[src/rtl/bbs_pkg.sv]
// bbs_pkg: shared BBS constants and arbiter FSM encoding
package bbs_pkg;
  localparam int BBS_SIZE = 16;
  localparam int BBS_MOD = 40633;
  localparam int BBS_SEED = 884;
  typedef enum logic [1:0] {IDLE = 2'd0, RUN = 2'd1, DONE = 2'd2} state_t;
endpackage

[src/rtl/rr_pick.sv]
// rr_pick: combinational round-robin picker, first set request at or after ptr (wrapping)
module rr_pick #(
  parameter int NREQ = 4
) (
  input  logic [NREQ-1:0]         req,
  input  logic [$clog2(NREQ)-1:0] ptr,
  output logic [NREQ-1:0]         onehot,
  output logic [$clog2(NREQ)-1:0] idx
);
  localparam int IW = $clog2(NREQ);
  // Scan from the far end down so the nearest requester to ptr is written last and wins.
  always_comb begin
    onehot = '0;
    idx = '0;
    for (int i = NREQ - 1; i >= 0; i--)
      if (req[IW'((int'(ptr) + i) % NREQ)]) begin
        idx = IW'((int'(ptr) + i) % NREQ);
        onehot = NREQ'(1) << idx;
      end
  end
endmodule

[src/rtl/bbs_word_arbiter.sv]
// bbs_word_arbiter: round-robin arbiter sharing one Blum-Blum-Shub bit source,
// sequencing an external 1-cycle squarer and delivering WORD-bit words per grant.
module bbs_word_arbiter
  import bbs_pkg::*;
#(
  parameter int NREQ = 4,
  parameter int WORD = 16,
  parameter int SIZE = BBS_SIZE,
  parameter int MOD  = BBS_MOD,
  parameter int SEED = BBS_SEED
) (
  input  logic                    clk,
  input  logic                    reset,
  input  logic [NREQ-1:0]         req,
  input  logic                    reseed,
  input  logic [SIZE-1:0]         seed_in,
  output logic [SIZE-1:0]         mul_x,
  input  logic [SIZE-1:0]         mul_out,
  output logic [NREQ-1:0]         gnt,
  output logic                    out_valid,
  output logic [WORD-1:0]         out_word,
  output logic [$clog2(NREQ)-1:0] out_id,
  output logic                    seed_err
);
  localparam int IW = $clog2(NREQ);
  localparam int CW = $clog2(2 * WORD) + 1;
  localparam logic [CW-1:0] LAST = CW'(2 * WORD - 1);
  localparam logic [SIZE-1:0] L_MOD = SIZE'(MOD);
  localparam logic [SIZE-1:0] L_SEED = SIZE'(SEED);

  state_t          r_state;
  logic [SIZE-1:0] r_seed;
  logic [SIZE-1:0] r_pend;
  logic            r_pend_v;
  logic [IW-1:0]   r_ptr;
  logic [IW-1:0]   r_id;
  logic [CW-1:0]   r_bcnt;
  logic [WORD-1:0] r_word;
  logic [NREQ-1:0] r_gnt;
  logic            r_seed_err;
  logic [NREQ-1:0] w_onehot;
  logic [IW-1:0]   w_idx;
  logic            w_seed_ok;

  rr_pick #(.NREQ(NREQ)) u_pick (
    .req   (req),
    .ptr   (r_ptr),
    .onehot(w_onehot),
    .idx   (w_idx)
  );

  assign w_seed_ok = seed_in != '0 && seed_in < L_MOD;
  assign mul_x = r_seed;
  assign gnt = r_gnt;
  assign out_valid = r_state == DONE;
  assign out_word = r_word;
  assign out_id = r_id;
  assign seed_err = r_seed_err;

  always_ff @(posedge clk or posedge reset)
    if (reset) begin
      r_state <= IDLE;
      r_seed <= L_SEED;
      r_pend <= '0;
      r_pend_v <= 1'b0;
      r_ptr <= '0;
      r_id <= '0;
      r_bcnt <= '0;
      r_word <= '0;
      r_gnt <= '0;
      r_seed_err <= 1'b0;
    end else begin
      r_seed_err <= reseed && !w_seed_ok;
      case (r_state)
        IDLE: begin
          if (reseed && w_seed_ok) r_seed <= seed_in;
          if (|req) begin
            r_gnt <= w_onehot;
            r_id <= w_idx;
            r_bcnt <= '0;
            r_word <= '0;
            r_state <= RUN;
          end
        end
        RUN: begin
          r_bcnt <= r_bcnt + CW'(1);
          // The seed is busy feeding the squarer, so a reseed waits until the word is out.
          if (reseed && w_seed_ok) begin
            r_pend <= seed_in;
            r_pend_v <= 1'b1;
          end
          if (r_bcnt[0]) begin
            r_seed <= mul_out == r_seed ? L_SEED : mul_out;
            r_word <= WORD'({r_word, mul_out[0]});
          end
          if (r_bcnt == LAST) r_state <= DONE;
        end
        DONE: begin
          r_gnt <= '0;
          r_ptr <= r_id == IW'(NREQ - 1) ? '0 : r_id + IW'(1);
          r_pend_v <= 1'b0;
          r_state <= IDLE;
          if (reseed && w_seed_ok) r_seed <= seed_in;
          else if (r_pend_v) r_seed <= r_pend;
        end
        default: r_state <= IDLE;
      endcase
    end
endmodule

[config.mk]
export PLATFORM = sky130hd
export DESIGN_NAME = bbs_word_arbiter
export DESIGN_NICKNAME = d
export VERILOG_FILES = /design/src/rtl/bbs_pkg.sv /design/src/rtl/rr_pick.sv /design/src/rtl/bbs_word_arbiter.sv
export SDC_FILE = /design/constraint.sdc
export NUM_CORES = 1
export LEC_CHECK = 0
export ABC_AREA = 1
export BUFFER_PORTS_ARGS = -buffer_cell sky130_fd_sc_hd__buf_2
export CAP_MARGIN = 0
export CORE_MARGIN = 2
export CORE_UTILIZATION = 50
export CTS_BUF_LIST = sky130_fd_sc_hd__clkbuf_16
export DETAILED_ROUTE_END_ITERATION = 10
export PLACE_DENSITY_LB_ADDON = 0.25
export SLEW_MARGIN = 20
export SYNTH_ARGS = -nofsm -noshare
export SYNTH_HDL_FRONTEND = slang
export SYNTH_SLANG_ARGS = --single-unit
[constraint.sdc]
create_clock -name clk -period 4.5 [get_ports clk]
set_clock_uncertainty 0.2 [all_clocks]
set_input_delay 0.9 -clock clk [delete_from_list [all_inputs] [get_ports clk]]
set_output_delay 0.9 -clock clk [all_outputs]
set_load 0.02 [all_outputs]
==> results.py <==
metrics = {
    "cells_and_area": {
        "layout_common_cells": "nand2_1 (233), inv_1 (102), buf_2 (78)",
        "syn_to_final_growth_pct": 18.1,
        "diodes": 0,
        "instances_no_fill": 843,
        "final_common_cell": "nand2_1",
        "drive_above_1_share": 0.166,
        "fin_nets": 783,
        "fill_cells": 811,
    },
    "sta": {
        "setup_violations": 0,
        "hold_slack_ps": 274,
        "rsz0062_at_grt": "false",
        "fin_tns_setup_ps": 0,
        "hold_viol": 0,
        "relSlewSlack": 0.364,
        "report.final.slew_viol_count": 0,
        "worst_pin_slew_ps": 953,
        "min_period_ps": 2990,
        "setup_slack_ps": 1510,
        "timing.final.crit_share": 0.665,
        "max_freq_mhz": 334,
    },
    "placed_design": {
        "pre_cts_ws_ps": 1480,
        "numPortBuffers": 78,
        "hpwl_mm": 7.77,
        "dp_cells": 827,
        "gp_routability_congestion": 0.919,
    },
    "floorplanning": {
        "pin_count": 79,
        "start_util": 0.507,
        "fp-row-count": 34,
        "die_width_um": 97.4,
        "die_y_um": 97.4,
        "dieArea_um2": 9480,
        "core_area_um2": 8590,
    },
    "cts": {
        "insertion_delay_ps": 330,
        "htreeDepth": 3,
        "cts_buffer_depth": 2,
        "cts_num_sinks": 66,
        "numCtsBuffers": 9,
        "postCtsSetupRepairBufs": 0,
        "ctsRootBufferMaster": "clkbuf_16",
        "cts-hold-fix-buffers": 0,
        "clk_pin_slew_worst_paths_ps": 60,
        "cts_tree": "done",
        "post_cts_resized": 0,
    },
    "global_routing": {
        "grt_max_degree": 38,
        "grt_usage": 0.238,
        "grt_antenna_before_repair": 0,
        "grt_pass1_wl_mm": 18.5,
        "grt_pass1_vias": 4050,
        "overflow": 0,
    },
    "pwr": {
        "irDropWorstVdd_mv": 0.387,
        "leakage_uw": 0.00289,
        "p_per_area_nw_per_um2": 716,
    },
    "job": {
        "cap_violations": 0,
    },
    "synth": {
        "synth_top_area_share": 0.345,
        "synth-warning-count": 0,
        "syn_avg_cell_area_um2": 6.56,
        "synth-seq-cells": 66,
        "ys_seq_area_frac": 0.381,
        "yosys.area.top_type": "dfrtp_1",
        "synth.cell_area_um2": 4360,
        "ys_types": 30,
        "yosys-top-cells-area": "dfrtp_1 (34%), nand2_1 (20%), inv_1 (8.9%)",
        "syn-num-nets": 717,
        "syn_inst": 664,
    },
    "critical_path": {
        "ff2ff_setup_slack_ps": 1940,
        "cp-start-kind": "flip-flop",
        "crit_required_ps": 3400,
        "crit_fanout": 24,
        "reg2regPathDepth": 9,
        "setup.worst_path.end_class": "output pin",
        "path_class": "flip-flop to output pin",
        "r2r-end": "mul_x[10]$_DFFE_PP0P_",
        "critical_path_arrival_ps": 1890,
        "worst_r2r_startpoint": "r_state[0]$_DFFE_PP0P_",
    },
    "routing": {
        "drt-total-wl_mm": 10.8,
        "route.detailed.drc": 0,
        "num_vias": 4332,
        "firstDrtPassIters": 5,
        "vias_per_cell": 5.14,
        "drt_iter0_markers": 362,
        "drtAntennaViolNets": 0,
        "wire_per_inst_um": 12.8,
    },
    "hold_path": {
        "holdCritPathClass": "flip-flop to flip-flop",
        "holdCritStartpoint": "gnt[3]$_DFFE_PP0P_",
        "hold_end": "gnt[3]$_DFFE_PP0P_",
        "min_delay_path_depth": 2,
    },
    "outcome": {
        "outcome": "completed",
    },
}
-- layer usage --
layer  track usage  vias up  share of wire
li1              -     2195              -
met3        0.0532       24          0.045
met1         0.301     1981           0.43
met4        0.0897        0          0.031
met5             0        -              0
met2         0.399      132           0.49
-- synthesized netlist by cell type --
cell type / count
a21oi_1: 26
a21oi_4: 1
a31oi_1: 1
and2_4: 1
buf_1: 1
buf_2: 9
buf_4: 1
buf_6: 2
clkbuf_1: 12
dfrtp_1: 60
dfstp_2: 6
ha_1: 14
inv_1: 103
nand2_1: 233
nand2_2: 2
nand2_4: 1
nand3_1: 36
nand3_2: 1
nand3_4: 1
nand4_1: 17
nor2_1: 63
nor2_2: 10
nor3_1: 3
nor3b_1: 2
o211ai_1: 6
o21ai_0: 30
o21ai_1: 19
o22ai_1: 1
o31ai_1: 1
or2_2: 1
-- sequential cells by signal, indices dropped and copies added (netlist names) --
register  count
seed_err      1
r_pend       16
r_ptr         2
r_bcnt        6
gnt           4
r_pend_v      1
out_word     16
out_id        2
r_state       2
mul_x        16
-- stage by stage --
step	utilization	power (uW)	area [um^2]
3_3_place_gp	0.556	2760	4780
6_report	0.599	3680	5140
3_5_place_dp	0.556	2810	4780
5_1_grt	0.599	4020	5140
2_1_floorplan	-	2400	4360
4_1_cts	0.599	3690	5140
-- report_power, final --
| part | total (uW) | switching, uW | internal [uW] |
|---|---|---|---|
| clock network | 868 | 271 | 597 |
| logic | 1810 | 1230 | 576 |
| registers | 1010 | 179 | 829 |
-- critical path, cell delays in order (launching register included) --
cell     delay, ps
dfrtp_1        410
inv_1          100
ha_1           750
buf_2          300
-- layout make-up --
type	instances	area (um^2)	area share
multi-input combinational	470	2190	0.426
timing repair buffer	80	405	0.0788
tap	108	135	0.0263
sequential	66	1660	0.322
inverter	103	387	0.0751
clock inverter	7	141	0.0275
clock buffer	9	225	0.0438
-- logic make-up (layout without fill, tap and decap cells) --
kind of cell    count (synthesis)  in the layout  synth area share
compound gates                 85             85             0.105
buf+inv                       128            199             0.117
fa+ha+maj                      14             14            0.0402
simple gates                  371            371             0.357
flops                          66             66             0.381
-- how the worst max path moves through the flow --
stage / from / to / slack, ps
floorplan: reset / gnt[0]$_DFFE_PP0P_ / 1760
global placement: seed_in[14] / r_pend[4]$_DFFE_PP0P_ / 1560
detailed placement: seed_in[15] / r_pend[3]$_DFFE_PP0P_ / 1480
CTS: r_state[0]$_DFFE_PP0P_ / out_valid / 1510
global route: r_state[0]$_DFFE_PP0P_ / out_valid / 1390
finish: r_state[0]$_DFFE_PP0P_ / out_valid / 1510
Note: power is estimated with default switching activity, not from simulation.
